<file path="src/rtl/crosswalk_pkg.sv">
// crosswalk_pkg: shared definitions for the pedestrian request controller.
//   - Per-channel FSM state encodings (2-bit, legacy-compatible localparams).
//   - Default timing constants for the top-level parameters.
//   - cnt_width(): width of the shared wait/lockout counter.
// Optional feature macro used by the design: CROSSWALK_PRESS_QUEUE_EN.
package crosswalk_pkg;

    localparam logic [1:0] IDLE    = 2'd0;
    localparam logic [1:0] PENDING = 2'd1;
    localparam logic [1:0] SERVING = 2'd2;
    localparam logic [1:0] LOCKOUT = 2'd3;

    localparam int unsigned LOCKOUT_SEC_DEF  = 5;
    localparam int unsigned MAX_WAIT_SEC_DEF = 30;
    localparam int unsigned SYNC_STAGES_DEF  = 2;

    // Wide enough to hold max(a, b); never zero bits wide.
    function automatic int unsigned cnt_width(input int unsigned a, input int unsigned b);
        int unsigned m;
        m = (a > b) ? a : b;
        if (m == 0) begin
            return 1;
        end
        return $clog2(m + 1);
    endfunction

endpackage

</file>
<file path="src/rtl/crosswalk_req_channel.sv">
// crosswalk_req_channel: one pedestrian request channel.
//   Edge-detects the debounced button, holds the request until the walk light
//   is served, then applies a post-walk lockout measured in 1 s ticks.
// Ports:
//   clk_i       system clock (clk_50_mhz)
//   rst_ni      asynchronous active-low reset
//   tick_i      one-cycle 1 s tick
//   sig_i       debounced button level, active-high
//   walk_s_i    synchronised walk-light feedback
//   crosswalk_o request to the intersection
//   wait_o      request pending
//   urgent_o    request pending for at least MAX_WAIT_SEC ticks
// Macro CROSSWALK_PRESS_QUEUE_EN: when defined, a press during lockout is
// remembered and becomes a request as soon as the lockout expires.
module crosswalk_req_channel
    import crosswalk_pkg::*;
#(
    parameter int unsigned LOCKOUT_SEC  = LOCKOUT_SEC_DEF,
    parameter int unsigned MAX_WAIT_SEC = MAX_WAIT_SEC_DEF
) (
    input  logic clk_i,
    input  logic rst_ni,
    input  logic tick_i,
    input  logic sig_i,
    input  logic walk_s_i,
    output logic crosswalk_o,
    output logic wait_o,
    output logic urgent_o
);

    localparam int unsigned CntW = cnt_width(LOCKOUT_SEC, MAX_WAIT_SEC);
    localparam logic [CntW-1:0] LockLoad = CntW'(LOCKOUT_SEC);
    localparam logic [CntW-1:0] MaxWait  = CntW'(MAX_WAIT_SEC);
    localparam logic [CntW-1:0] CntOne   = CntW'(1);

    logic [1:0]      state_q, state_d;
    logic            sig_q, sig_d;
    logic [CntW-1:0] wait_cnt_q, wait_cnt_d;
    logic [CntW-1:0] lock_cnt_q, lock_cnt_d;
    logic            press;
`ifdef CROSSWALK_PRESS_QUEUE_EN
    logic            queued_q, queued_d;
`endif

    assign press = sig_i & ~sig_q;

    always_comb begin
        sig_d      = sig_i;
        state_d    = state_q;
        wait_cnt_d = wait_cnt_q;
        lock_cnt_d = lock_cnt_q;
`ifdef CROSSWALK_PRESS_QUEUE_EN
        queued_d   = queued_q;
`endif
        case (state_q)
            IDLE: begin
                // A press that coincides with an active walk is already served.
                if (press && !walk_s_i) begin
                    state_d = PENDING;
                end
            end
            PENDING: begin
                if (walk_s_i) begin
                    state_d    = SERVING;
                    wait_cnt_d = '0;
                end else if (tick_i && (wait_cnt_q != MaxWait)) begin
                    wait_cnt_d = wait_cnt_q + CntOne;
                end
            end
            SERVING: begin
                if (!walk_s_i) begin
                    if (LOCKOUT_SEC == 0) begin
                        state_d = IDLE;
                    end else begin
                        state_d    = LOCKOUT;
                        lock_cnt_d = LockLoad;
                    end
                end
            end
            LOCKOUT: begin
`ifdef CROSSWALK_PRESS_QUEUE_EN
                if (press) begin
                    queued_d = 1'b1;
                end
`endif
                if (tick_i) begin
                    if (lock_cnt_q == CntOne) begin
                        lock_cnt_d = '0;
`ifdef CROSSWALK_PRESS_QUEUE_EN
                        // A press on the expiring cycle still counts as queued.
                        state_d  = (queued_q || press) ? PENDING : IDLE;
                        queued_d = 1'b0;
`else
                        state_d  = IDLE;
`endif
                    end else begin
                        lock_cnt_d = lock_cnt_q - CntOne;
                    end
                end
            end
            default: state_d = IDLE;
        endcase
    end

    always_ff @(posedge clk_i or negedge rst_ni) begin
        if (!rst_ni) begin
            state_q    <= IDLE;
            sig_q      <= 1'b1;  // a button held through reset is not a press
            wait_cnt_q <= '0;
            lock_cnt_q <= '0;
`ifdef CROSSWALK_PRESS_QUEUE_EN
            queued_q   <= 1'b0;
`endif
        end else begin
            state_q    <= state_d;
            sig_q      <= sig_d;
            wait_cnt_q <= wait_cnt_d;
            lock_cnt_q <= lock_cnt_d;
`ifdef CROSSWALK_PRESS_QUEUE_EN
            queued_q   <= queued_d;
`endif
        end
    end

    // Outputs decode straight from state so reset clears them without a clock.
    assign crosswalk_o = (state_q == PENDING);
    assign wait_o      = (state_q == PENDING);
    assign urgent_o    = (state_q == PENDING) && (wait_cnt_q == MaxWait);

endmodule

</file>
<file path="src/rtl/crosswalk_request_ctrl.sv">
// crosswalk_request_ctrl: pedestrian request stage in front of the
// intersection controller. Synchronises the 1 Hz timer clock and both walk
// feedbacks into clk_50_mhz, derives a 1 s tick, and runs one request channel
// per direction.
// Ports:
//   clk_50_mhz, reset_n          system clock, asynchronous active-low reset
//   clk_1_hz                     1 Hz timer clock, sampled as data
//   nrth_xwalk_sig/west_xwalk_sig debounced button levels
//   walk_nrth/walk_west          walk-light feedback (1 Hz domain)
//   crosswalk_0/crosswalk_1      north/west requests to the intersection
//   wait_nrth/wait_west          request pending indicators
//   urgent_nrth/urgent_west      request pending for MAX_WAIT_SEC ticks
// Macro CROSSWALK_PRESS_QUEUE_EN enables queueing of presses made during lockout.
module crosswalk_request_ctrl
    import crosswalk_pkg::*;
#(
    parameter int unsigned LOCKOUT_SEC  = LOCKOUT_SEC_DEF,
    parameter int unsigned MAX_WAIT_SEC = MAX_WAIT_SEC_DEF,
    parameter int unsigned SYNC_STAGES  = SYNC_STAGES_DEF  // must be >= 2
) (
    input  logic clk_50_mhz,
    input  logic reset_n,
    input  logic clk_1_hz,
    input  logic nrth_xwalk_sig,
    input  logic west_xwalk_sig,
    input  logic walk_nrth,
    input  logic walk_west,
    output logic crosswalk_0,
    output logic crosswalk_1,
    output logic wait_nrth,
    output logic wait_west,
    output logic urgent_nrth,
    output logic urgent_west
);

    localparam int unsigned SettleW = $clog2(SYNC_STAGES + 2);
    localparam logic [SettleW-1:0] SettleMax = SettleW'(SYNC_STAGES + 1);

    logic [SYNC_STAGES-1:0] clk_sync_q, clk_sync_d;
    logic [SYNC_STAGES-1:0] nrth_sync_q, nrth_sync_d;
    logic [SYNC_STAGES-1:0] west_sync_q, west_sync_d;
    logic                   clk_prev_q, clk_prev_d;
    logic [SettleW-1:0]     settle_q, settle_d;
    logic                   clk_s, tick;

    assign clk_s = clk_sync_q[SYNC_STAGES-1];

    always_comb begin
        clk_sync_d  = {clk_sync_q[SYNC_STAGES-2:0], clk_1_hz};
        nrth_sync_d = {nrth_sync_q[SYNC_STAGES-2:0], walk_nrth};
        west_sync_d = {west_sync_q[SYNC_STAGES-2:0], walk_west};
        clk_prev_d  = clk_s;
        settle_d    = (settle_q == SettleMax) ? settle_q : settle_q + SettleW'(1);
    end

    // Masked until the chain has flushed, so a clk_1_hz that was already high
    // at reset release does not look like a rising edge.
    assign tick = clk_s & ~clk_prev_q & (settle_q == SettleMax);

    always_ff @(posedge clk_50_mhz or negedge reset_n) begin
        if (!reset_n) begin
            clk_sync_q  <= '0;
            nrth_sync_q <= '0;
            west_sync_q <= '0;
            clk_prev_q  <= 1'b0;
            settle_q    <= '0;
        end else begin
            clk_sync_q  <= clk_sync_d;
            nrth_sync_q <= nrth_sync_d;
            west_sync_q <= west_sync_d;
            clk_prev_q  <= clk_prev_d;
            settle_q    <= settle_d;
        end
    end

    crosswalk_req_channel #(
        .LOCKOUT_SEC (LOCKOUT_SEC),
        .MAX_WAIT_SEC(MAX_WAIT_SEC)
    ) u_nrth (
        .clk_i      (clk_50_mhz),
        .rst_ni     (reset_n),
        .tick_i     (tick),
        .sig_i      (nrth_xwalk_sig),
        .walk_s_i   (nrth_sync_q[SYNC_STAGES-1]),
        .crosswalk_o(crosswalk_0),
        .wait_o     (wait_nrth),
        .urgent_o   (urgent_nrth)
    );

    crosswalk_req_channel #(
        .LOCKOUT_SEC (LOCKOUT_SEC),
        .MAX_WAIT_SEC(MAX_WAIT_SEC)
    ) u_west (
        .clk_i      (clk_50_mhz),
        .rst_ni     (reset_n),
        .tick_i     (tick),
        .sig_i      (west_xwalk_sig),
        .walk_s_i   (west_sync_q[SYNC_STAGES-1]),
        .crosswalk_o(crosswalk_1),
        .wait_o     (wait_west),
        .urgent_o   (urgent_west)
    );

endmodule

</file>
<file path="config.mk">
export PLATFORM = sky130hd
export DESIGN_NAME = crosswalk_request_ctrl
export DESIGN_NICKNAME = d
export VERILOG_FILES = /design/src/rtl/crosswalk_pkg.sv /design/src/rtl/crosswalk_req_channel.sv /design/src/rtl/crosswalk_request_ctrl.sv
export SDC_FILE = /design/constraint.sdc
export NUM_CORES = 1
export LEC_CHECK = 0
export BUFFER_PORTS_ARGS = -buffer_cell sky130_fd_sc_hd__buf_2
export CAP_MARGIN = 20
export CELL_PAD_IN_SITES_DETAIL_PLACEMENT = 0
export CELL_PAD_IN_SITES_GLOBAL_PLACEMENT = 1
export CORE_ASPECT_RATIO = 1.5
export CORE_MARGIN = 2
export CORE_UTILIZATION = 47
export DETAILED_ROUTE_END_ITERATION = 6
export HOLD_SLACK_MARGIN = 0.05
export PLACE_DENSITY = 0.86
export SLEW_MARGIN = 20
export SYNTH_ARGS = -nofsm -noshare
export SYNTH_HDL_FRONTEND = slang
export SYNTH_SLANG_ARGS = --single-unit
export TNS_END_PERCENT = 50
</file>
<file path="constraint.sdc">
create_clock -name clk_50_mhz -period 1.9 [get_ports clk_50_mhz]
set_input_delay 0 -clock clk_50_mhz [delete_from_list [all_inputs] [get_ports clk_50_mhz]]
set_output_delay 0 -clock clk_50_mhz [all_outputs]
set_load 0.01 [all_outputs]
</file>
# Word-level counts from Yosys, hierarchy flattened

Index checks and enable logic that the tools add are counted.

Register bits after elaboration: 35
Input bits: 7
Logic and storage cells: 92

Bitwise logic cells: 7
Equality and inequality tests: 23
Reductions and logical operators: 20
Add/sub/neg operators: 5
Multiplexer cells: 24

Operator list:

| operator                                                                | count |
|---|---|
| 5-bit 2-to-1 mux                                                        | 10 |
| 2-bit 2-to-1 mux                                                        | 10 |
| 5-bit one-hot mux with 2 select lines                                   | 2 |
| 2-bit by 1-bit inequality test with 1-bit output, second input constant | 8 |
| 2-bit one-hot mux with 4 select lines                                   | 2 |
| 5-bit by 1-bit adder with 5-bit output, second input constant           | 2 |
| 2-bit == test, second input constant                                    | 5 |
| 5-bit by 1-bit == test with 1-bit output, second input constant         | 2 |
| 5-bit == test, second input constant                                    | 2 |
| 5-bit inequality test, second input constant                            | 2 |
| 5-bit AND reduction                                                     | 2 |
| 5-bit by 1-bit subtractor with 5-bit output, second input constant      | 2 |
| 2-bit nonzero test                                                      | 4 |
| 1-bit logical AND                                                       | 6 |
| 3-bit AND reduction                                                     | 2 |
| 1-bit bitwise AND                                                       | 4 |
| 2-bit by 1-bit == test with 1-bit output, second input constant         | 2 |
| 2-bit zero test                                                         | 2 |
| 2-bit inequality test, second input constant                            | 2 |
| 2-bit AND reduction                                                     | 2 |
| 1-bit NOT                                                               | 3 |
| 2-bit by 1-bit adder with 2-bit output, second input constant           | 1 |
| 1-bit zero test                                                         | 2 |

# Longest topological paths before layout

Gate-level depths: netlist of the first run.

Word-level depth: 6
Depth in mapped cells: 6

# Cells and area by module

Synthesis of the first run repeated with hierarchy kept, for this count alone.

Cells, all modules: 189
Area total of the unflattened synthesis: 1968.1 um^2

By module, submodules not included:

| module                 | seq. area each (um^2) | area an instance (um^2) | instances | cells each |
|---|---|---|---|---|
| crosswalk_req_channel  | 326.6                 | 848.3                   | 2         | 88 |
| crosswalk_request_ctrl | 225.2                 | 271.5                   | 1         | 13 |

# Worst setup path before layout of the first run

OpenSTA, ideal clock, no wires.

Path kind: register -> register
Start point: register u_nrth.lock_cnt_q[1]
End point: register u_nrth.state_q[1]
Path slack: 189 ps
Buffers on the path: 0
Stages on the path, launching flop included: 7
Setup time: 125 ps
Arrival: 1586 ps
Path through: dfrtp_1 inv_1 ha_1 or4b_4 o21ai_2 o21ai_2 mux2_4

Cells in the longest elaborated chain, start to end: 3

RTL lines:

| element                                                           | RTL line                     | text |
|---|---|---|
| start, declared                                                   | crosswalk_req_channel.sv:39  | `logic [CntW-1:0] lock_cnt_q, lock_cnt_d;` |
| start signal, assigned                                            | crosswalk_req_channel.sv:118 | `lock_cnt_q <= lock_cnt_d;` |
| 5-bit by 1-bit == test with 1-bit output                          | crosswalk_req_channel.sv:87  | `if (lock_cnt_q == CntOne) begin` |
| 2-bit by 1-bit inequality test with 1-bit output (no source line) | -                            |  |
| 5-bit AND reduction (no source line)                              | -                            |  |
| end signal, assigned                                              | crosswalk_req_channel.sv:115 | `state_q <= state_d;` |
| end, declared                                                     | crosswalk_req_channel.sv:36  | `logic [1:0] state_q, state_d;` |

Every way passes these cells.
A chain may end at the register's enable or synchronous reset.

# Final worst setup path of the first run

Same ends and word-level chain as after synthesis.

==> results of run 1 <==
-- power breakdown --
part	internal (mW)	switching (mW)	total (mW)
combinational	0.662	0.726	1.39
sequential	0.927	0.209	1.14
clock	0.257	0.263	0.520
total	1.85	1.20	3.04
-- worst paths after layout --
check | cells after the start | from | slack (ns) | to
worst min-delay path | 2 | reset_n | 0.32 | u_nrth.state_q[1]
worst max register to register | 6 | u_nrth.lock_cnt_q[1] | 0.08 | u_nrth.state_q[1]
min in group clk_50_mhz | 2 | clk_1_hz | 0.35 | clk_sync_q[0]
worst min register to register | 0 | clk_sync_q[0] | 0.35 | clk_sync_q[1]
max in group asynchronous | 2 | reset_n | 1.09 | west_sync_q[0]
worst max-delay path | 6 | u_nrth.lock_cnt_q[1] | 0.08 | u_nrth.state_q[1]
-- cell families after synthesis --
kind of cell	synth area share [%]
compound gates	20.1
fa+ha+maj	10.9
xor+xnor	0.449
buf+inv	4.93
flops	45.0
simple gates	14.5
mux	4.16
-- Yosys cell counts (2+ instances only) --
library cell,n
dfrtp_1,33
ha_1,17
inv_1,15
a21oi_1,12
nor2_1,8
nand2_1,7
nand3_1,7
o21ai_0,6
nand2b_1,5
a31oi_1,4
clkbuf_1,4
mux2i_1,4
nor3_1,4
o21ai_2,4
a41o_1,3
and2_1,3
and3_1,3
nand4_1,3
a211o_1,2
a211oi_1,2
a211oi_2,2
buf_4,2
dfstp_2,2
mux2_4,2
nand3b_1,2
o21ai_1,2
o22a_1,2
o22ai_1,2
o31ai_1,2
or4b_4,2
-- per-layer routing --
metal  GRT usage, %  vias to the layer above
li1               -                      725
met1           20.8                      744
met2           30.5                       27
met3           3.74                        6
met4           8.66                        0
met5              0                        -
-- through the flow --
stage	hold WS [ns]	util, %
5_1_grt	0.358	56.4
6_report	0.322	56.4
3_5_place_dp	0.110	52.5
3_3_place_gp	0.110	52.5
2_1_floorplan	-0.296	-
4_1_cts	0.347	56.1
-- timing repair --
item                                   4_1_cts  5_1_grt
endpoints found under the hold margin       38        0
hold buffers                                 6        0
resized for setup                            0        3
setup endpoints to repair                    0        2
-- layout make-up --
| cell class | instances | share of cell area, % |
|---|---|---|
| Multi-Input combinational cell | 128 | 44.4 |
| Sequential cell | 35 | 39.3 |
| Timing Repair Buffer | 23 | 7.62 |
| Clock buffer | 7 | 3.42 |
| Inverter | 15 | 2.52 |
| Tap cell | 45 | 2.52 |
| Clock inverter | 1 | 0.224 |
-- state kept, by name (all words and copies together), names as in the netlist, 2 cells and up --
signal / cells
u_nrth.lock_cnt_q: 5
u_nrth.wait_cnt_q: 5
u_west.lock_cnt_q: 5
u_west.wait_cnt_q: 5
clk_sync_q: 2
nrth_sync_q: 2
settle_q: 2
u_nrth.state_q: 2
u_west.state_q: 2
west_sync_q: 2
-- worst max-delay path: stages, from the launching register on --
cell and delay, ns:
dfrtp_1 0.40, inv_1 0.10, ha_2 0.20, or4b_4 0.48
o21ai_2 0.14, o21ai_2 0.09, mux2_4 0.30
==> impl_metrics.ini, run 1 <==
[status]
status = finished clean

[sta]
fin_skew_ns = 0.00260
period_minus_slack_ns = 1.82
drv_slew = 0
setup_viol_count_final = 0
worst_pin_slew_ns = 0.776
setup_slack_ns = 0.0757
period_share_pct = 96.0
max_freq_ghz = 0.548
fin_tns_setup_ns = 0
finalHoldViolations = 0
max_slew_margin_pct = 48.3
rsz0062_at_grt = no

[die]
die_x_um = 56.6
dieHeight_um = 83.0
core_sq_mm = 0.00396
start_util_pct = 49.3
dieArea_sq_mm = 0.00470
ioPinCount = 13
fp-row-count = 28

[global_route]
grt_pass1_vias = 1527
track_usage_pct = 17.9
overflow = 0
antenna_found_initial = 0
grt_first_pass_wirelength_mm = 6.72
grt_max_degree = 36

[drt]
firstDrtPassIters = 4
first_iter_violations = 47
m1WireLength_mm = 1.53
routedWlPerCell_um = 15.0
wl_met2_mm = 2.09
vias = 1502
met3WireLength_um = 129
via_per_inst = 5.91
drc_errors = 0
routed.top_layer = met4
drt-total-wl_mm = 3.81
ant_nets = 0

[cts]
path_clk_slew_ns = 0.07
tritoncts = done
numCtsBuffers = 5
cts_root_buf = clkbuf_8
post_cts_buffers = 0
cts_num_sinks = 35
htree_levels = 2
insertion_delay_ns = 0.29
clk_path_buf_depth = 2

[logic_synthesis]
yosysTopAreaCellShare_pct = 42.3
synth_area_sq_mm = 0.00195
synthDistinctLibCells = 50
synth.net_count = 210
synthTopCellsByArea = dfrtp_1 (42%), ha_1 (11%), a21oi_1 (3.1%)
ys_seq_elements = 35
yosysWarnings = 0
ys_seq_area_share_pct = 45.0
synth_ff_type = dfrtp_1
async_flop_share_pct = 100
synthCells = 186
synth.largest_area_cell = dfrtp_1
synth-edff-count = 0
postSynthAreaPerCell_sq_um = 10.5

[finish]
nets = 232
layout.cells.non_filler = 254
mostFrequentLayoutCells = dfrtp_1 (33), inv_1 (15), ha_1 (15)
num_antenna_cells = 0
regArea_sq_um = 878
final_common_cell = dfrtp_1
drive_above_1_share_pct = 19.1
area_growth_pct = 14.3
n_fill_cell = 342
fin_area_sq_mm = 0.00223
multi_input_area_sq_um = 991

[setup_path]
arrival_ns = 2.00
cp-start-kind = flip-flop
critPathKind = flip-flop to flip-flop
cp_max_fo = 3
crit_required_ns = 2.08
worstSetupEndpointType = flip-flop

[placed_design]
gp_congestion = 0.879
post_dp_cell_area_sq_mm = 0.00208
place.detailed.hpwl_mm = 2.70
dp_slack_ns = 0.0905
port_buffers = 12
place_inst = 240

[power_and_ir_drop]
p_leak_nw = 1.03
p_total_mw = 3.04
cellPowerDensity_mw_per_mm2 = 1360
vdd_drop_max_mv = 0.852

[worst_hold_path]
worstHoldPathType = input pin to async pin

[run]
cap_violations = 0
No activity file was read; power rests on OpenSTA's default activity.
==> run 2, diff against run 1 <==
- RECOVER_POWER: unset -> 50
==> run 2 against run 1 <==
Worst hold slack gained 0.025 ns. Die area is the same. Maximum frequency unchanged. Sequential power about the same. Clock-buffer cell count unchanged. First-iteration DRC count unchanged. Critical path depth unchanged. Final cell count unchanged. Via count did not move. Flip-flop and latch count unchanged. Largest power group unchanged. Highest routed layer unchanged.
==> impl_metrics.ini, run 2 (synthesis gave the netlist of run 1 again) <==
[cts]
insertion_delay_ns = 0.29
cts_root_buf = clkbuf_8
path_clk_slew_ns = 0.07
clk_path_buf_depth = 2
htree_levels = 2
tritoncts = done
numCtsBuffers = 5
cts_num_sinks = 35

[sta]
worst_pin_slew_ns = 0.864
rsz0062_at_grt = no
setup_slack_ns = 0.0757
fin_skew_ns = 0.00260
fin_tns_setup_ns = 0
drv_slew = 0
period_share_pct = 96.0
finalHoldViolations = 0
max_slew_margin_pct = 42.4
max_freq_ghz = 0.548
period_minus_slack_ns = 1.82
setup_viol_count_final = 0

[setup_path]
cp_num_buf_inv = 1
crit_end = u_nrth.state_q[1]
r2r-end = u_nrth.state_q[1]
startpoint = u_nrth.lock_cnt_q[1]
cp_slowest_cell = or4b_4
cp-start-kind = flip-flop
r2r_slack_ns = 0.08
r2r-start = u_nrth.lock_cnt_q[1]
r2r_cells = 6
path_cells = inv_1 > ha_2 > or4b_4 > o21ai_2 > o21ai_2 > mux2_4
path_depth = 6
cp_max_fo = 3
crit_family = simple AND/OR/NAND/NOR gates
worstSetupEndpointType = flip-flop
slowest_delay_ns = 0.48
critPathKind = flip-flop to flip-flop
crit_required_ns = 2.08
path_common_cell = o21ai_2
arrival_ns = 2.00

[die]
start_util_pct = 49.3
ioPinCount = 13
die_x_um = 56.6
dieHeight_um = 83.0
dieArea_sq_mm = 0.00470
core_sq_mm = 0.00396
fp-row-count = 28

[power_and_ir_drop]
sw_frac_of_total_pct = 39.4
power_frac_seq_pct = 37.3
cellPowerDensity_mw_per_mm2 = 1360
power.internal_mw = 1.85
vdd_drop_max_mv = 0.852
p_switching_mw = 1.20
p_clk_share_pct = 17.1
comb_power_share_pct = 45.6
p_leak_nw = 1.02

[placed_design]
gp_congestion = 0.879
place.detailed.hpwl_mm = 2.70
dp_slack_ns = 0.0905
port_buffers = 12

[finish]
nets = 232
area_growth_pct = 14.2
n_fill_cell = 342
multi_input_area_sq_um = 991
regArea_sq_um = 878
drive_above_1_share_pct = 18.2
num_antenna_cells = 0
final_common_cell = dfrtp_1
mostFrequentLayoutCells = dfrtp_1 (33), inv_1 (15), ha_1 (15)

[drt]
via_per_inst = 5.91
drc_errors = 0
ant_nets = 0
first_iter_violations = 47
firstDrtPassIters = 4
drt-total-wl_mm = 3.81
vias = 1502
routedWlPerCell_um = 15.0

[global_route]
overflow = 0
grt_max_degree = 36
track_usage_pct = 17.9
grt_first_pass_wirelength_mm = 6.72
antenna_found_initial = 0
grt_pass1_vias = 1527

[run]
cap_violations = 0

[worst_hold_path]
worstHoldPathType = input pin to async pin

[status]
status = finished clean
==> run 2: cell count changes in the layout (fill, tap and decap cells not counted) <==
cell | before | now
buf_2 | 12 | 9
clkbuf_1 | 2 | 4
clkbuf_2 | 0 | 1
==> run 2: worst min path at each step <==
stage                   startpoint              endpoint  slack (ns)  cells after the start
floorplan                  reset_n            clk_prev_q       -0.30                      0
global route        west_xwalk_sig          u_west.sig_q        0.35                      2
CTS                       clk_1_hz         clk_sync_q[0]        0.35                      2
detailed placement        clk_1_hz         clk_sync_q[0]        0.11                      1
finish                     reset_n     u_nrth.state_q[1]        0.35                      2
global placement           reset_n  u_nrth.lock_cnt_q[4]        0.11                      1
==> run 2: timing repair <==
action | in CTS | in global routing
endpoints found under the hold margin | 38 | 0
hold buffers | 6 | 0
endpoints found under the setup margin | 0 | 2
gates resized for setup | 0 | 3
setup buffers | 0 | 0
==> run 2: cell type report <==
cell class	count	area share (%)
Sequential cell	35	39.4
Tap cell	45	2.52
Multi-Input combinational cell	128	44.4
Timing Repair Buffer	23	7.52
Clock inverter	1	0.224
Inverter	15	2.52
Clock buffer	7	3.42
==> run 2: per-stage QoR <==
step / total power [mW] / hold slack [ns] / utilization [%] / area [sq um] / cells
final: 3.04 / 0.347 / 56.4 / 2230 / 254
after global routing: 3.29 / 0.354 / 56.4 / 2230 / 254
after CTS: 3.03 / 0.347 / 56.1 / 2220 / 254
after detailed placement: 2.50 / 0.110 / 52.5 / 2080 / 240
after global placement: 2.40 / 0.110 / 52.5 / 2080 / 240
after floorplan: 2.15 / -0.296 / - / 1950 / 186
==> run 2: power by group through the flow <==
| stage | logic [mW] | clock network (mW) | registers (mW) |
|---|---|---|---|
| after floorplan | 1.07 | 0 | 1.08 |
| after detailed placement | 1.36 | 0 | 1.14 |
| after global placement | 1.28 | 0 | 1.12 |
| final | 1.39 | 0.520 | 1.14 |
| after global routing | 1.56 | 0.562 | 1.17 |
| after CTS | 1.37 | 0.535 | 1.13 |
==> run 2: layer usage <==
metal  GRT usage [%]  up-vias  routed length [um]
met5               0        -                   0
met4            8.66        0                  58
met3            3.74        6                 129
met2            30.5       27                2090
met1            20.8      744                1530
li1                -      725                   -
==> run 3, diff against run 2 <==
- SLEW_MARGIN: 20 -> unset
- SYNTH_HIERARCHICAL: unset -> 1
==> run 3 against run 2 <==
Core utilization down 0.28 points. Clock-buffer cell count unchanged. Final cell count increased by 3.1%. Critical path depth is the same. Clock skew grew 0.0091 ns. Flip-flop and latch count is the same. Sequential power about the same. First-iteration DRC count is 21% lower. Clock power shrank 3%. Final area rose by 0.39%. Synthesized cell count increased by 1.6%. Combinational power shrank 8%.
==> impl_metrics.ini, run 3 <==
[status]
status = finished clean

[drt]
routed.top_layer = met4
drt-total-wl_mm = 3.71
routedWlPerCell_um = 14.1
first_iter_violations = 37
ant_nets = 0
via_per_inst = 5.59
wl_met2_mm = 1.94
m1WireLength_mm = 1.63
firstDrtPassIters = 4
vias = 1464
met3WireLength_um = 106
drc_errors = 0

[global_route]
overflow = 0
grt_first_pass_wirelength_mm = 6.22
grt_pass1_vias = 1461
track_usage_pct = 16.7
antenna_found_initial = 0
grt_max_degree = 36

[sta]
max_slew_margin_pct = 41.2
period_share_pct = 96.3
rsz0062_at_grt = yes
drv_slew = 0
max_freq_ghz = 0.547
fin_skew_ns = 0.0117
fin_tns_setup_ns = 0
finalHoldViolations = 0
period_minus_slack_ns = 1.83
worst_pin_slew_ns = 0.882
setup_viol_count_final = 0

[setup_path]
crit_end = u_west/lock_cnt_q[3]
cp-start-kind = flip-flop
critPathKind = flip-flop to flip-flop
crit_required_ns = 2.10
r2r-end = u_west/lock_cnt_q[3]
r2r-start = settle_q[1]
path_cells = ha_2 > and3b_2 > nor2b_1 > or3_4 > or4_4 > o211ai_2
worstSetupEndpointType = flip-flop
cp_max_fo = 6
cp_slowest_cell = or3_4
r2r_slack_ns = 0.07
slowest_delay_ns = 0.42
crit_family = simple AND/OR/NAND/NOR gates
arrival_ns = 2.03
cp_num_buf_inv = 0
r2r_cells = 6
startpoint = settle_q[1]
path_depth = 6

[cts]
path_clk_slew_ns = 0.07
tritoncts = done
cts_num_sinks = 35
cts_root_buf = clkbuf_8
clk_path_buf_depth = 2
numCtsBuffers = 5
htree_levels = 2
insertion_delay_ns = 0.28

[logic_synthesis]
synth_ff_type = dfrtp_1
synthDistinctLibCells = 37
ys_seq_elements = 35
synth_most_common_cell = dfrtp_1
synth_area_sq_mm = 0.00197
synth-edff-count = 0
yosysTopAreaCellShare_pct = 42.0
netlist_top_cells_count = dfrtp_1 (33), ha_1 (19), inv_1 (16)
ys_seq_area_share_pct = 44.6
postSynthAreaPerCell_sq_um = 10.4
async_flop_share_pct = 100
synthCells = 189
synth.net_count = 215
synth.largest_area_cell = dfrtp_1
yosysWarnings = 6
synthTopCellsByArea = dfrtp_1 (42%), ha_1 (12%), inv_1 (3.1%)

[power_and_ir_drop]
p_total_mw = 2.95
p_leak_nw = 1.03
vdd_drop_max_mv = 0.723
cellPowerDensity_mw_per_mm2 = 1320

[finish]
layout.cells.non_filler = 262
nets = 242
final_common_cell = dfrtp_1
fin_area_sq_mm = 0.00224
area_growth_pct = 13.8
drive_above_1_share_pct = 17.5
num_antenna_cells = 0
regArea_sq_um = 878
multi_input_area_sq_mm = 0.00100
mostFrequentLayoutCells = dfrtp_1 (33), ha_1 (18), inv_1 (14), nor2_1 (14), nand2_1 (14)
n_fill_cell = 362

[placed_design]
gp_congestion = 0.770
post_dp_cell_area_sq_mm = 0.00209
place.detailed.hpwl_mm = 2.71
place_inst = 248
port_buffers = 12

[die]
start_util_pct = 49.3
core_sq_mm = 0.00399
ioPinCount = 13
die_x_um = 56.8
dieHeight_um = 83.3
dieArea_sq_mm = 0.00473
fp-row-count = 28

[worst_hold_path]
worstHoldPathType = flip-flop to flip-flop
holdPathStages = 0

[run]
cap_violations = 0
==> run 3: changes by cell type in the layout (fill, tap and decap cells not counted), sizes merged, moves of 3 or more <==
cell     change
nand2        +7
nor2         +6
nand3        -5
nand4        +5
a31oi        -4
and2b        +4
o21ai        -4
or3          +4
a41o         -3
nor4b        +3
o2bb2ai      +3
o311ai       +3
==> run 3: through the flow <==
| stage | hold slack (ns) | utilization [%] | setup WS (ns) |
|---|---|---|---|
| finish | 0.353 | 56.1 | 0.0711 |
| CTS | 0.348 | 56.0 | 0.0330 |
| global placement | 0.109 | 52.4 | 0.118 |
| global route | 0.355 | 56.1 | -0.00428 |
| detailed placement | 0.110 | 52.4 | 0.0526 |
| floorplan | -0.296 | - | -0.0775 |
==> run 3: per-layer routing <==
metal	track usage (%)	up-vias
li1	-	728
met5	0	-
met2	28.5	23
met4	7.19	0
met3	4.52	4
met1	19.3	709
==> run 3: how the worst min path moves through the flow <==
stage / slack, ns / to / startpoint
2_1_floorplan: -0.30 / clk_prev_q / reset_n
3_3_place_gp: 0.11 / u_nrth/wait_cnt_q[4] / reset_n
3_5_place_dp: 0.11 / west_sync_q[0] / walk_west
4_1_cts: 0.35 / u_nrth/wait_cnt_q[4] / reset_n
5_1_grt: 0.36 / west_sync_q[1] / west_sync_q[0]
6_report: 0.35 / west_sync_q[1] / west_sync_q[0]
==> run 3: cells by family (layout without fill, tap and decap cells) <==
kind of cell | Yosys count | in the layout | synth area share [%]
simple gates | 67 | 67 | 19.8
compound gates | 40 | 40 | 14.1
flops | 35 | 35 | 44.6
buf+inv | 20 | 48 | 4.96
fa+ha+maj | 19 | 19 | 12.1
mux | 7 | 7 | 3.94
xor+xnor | 1 | 1 | 0.445
==> run 3: cell type report <==
class / count / share of cell area (%)
Inverter: 16 / 2.68
Clock buffer: 7 / 3.41
Tap cell: 45 / 2.51
Clock inverter: 1 / 0.223
Sequential cell: 35 / 39.2
Timing Repair Buffer: 24 / 7.26
Multi-Input combinational cell: 134 / 44.7
==> run 3: power breakdown <==
group	total (mW)	internal, mW	switching, mW
Combinational	1.28	0.588	0.689
Clock	0.504	0.257	0.247
Sequential	1.17	0.939	0.233
Total	2.95	1.78	1.17
==> run 3: what timing repair did <==
action / CTS / global route
resized for setup: 0 / 3
hold endpoints to repair: 38 / 0
buffers inserted: 0 / 0
hold buffers: 6 / 0
setup endpoints to repair: 0 / 3
==> run 3: worst register-to-register path, stage by stage (launching register included) <==
cell      delay (ns)
dfrtp_1         0.36
ha_2            0.18
and3b_2         0.22
nor2b_1         0.07
or3_4           0.42
or4_4           0.42
o211ai_2        0.07
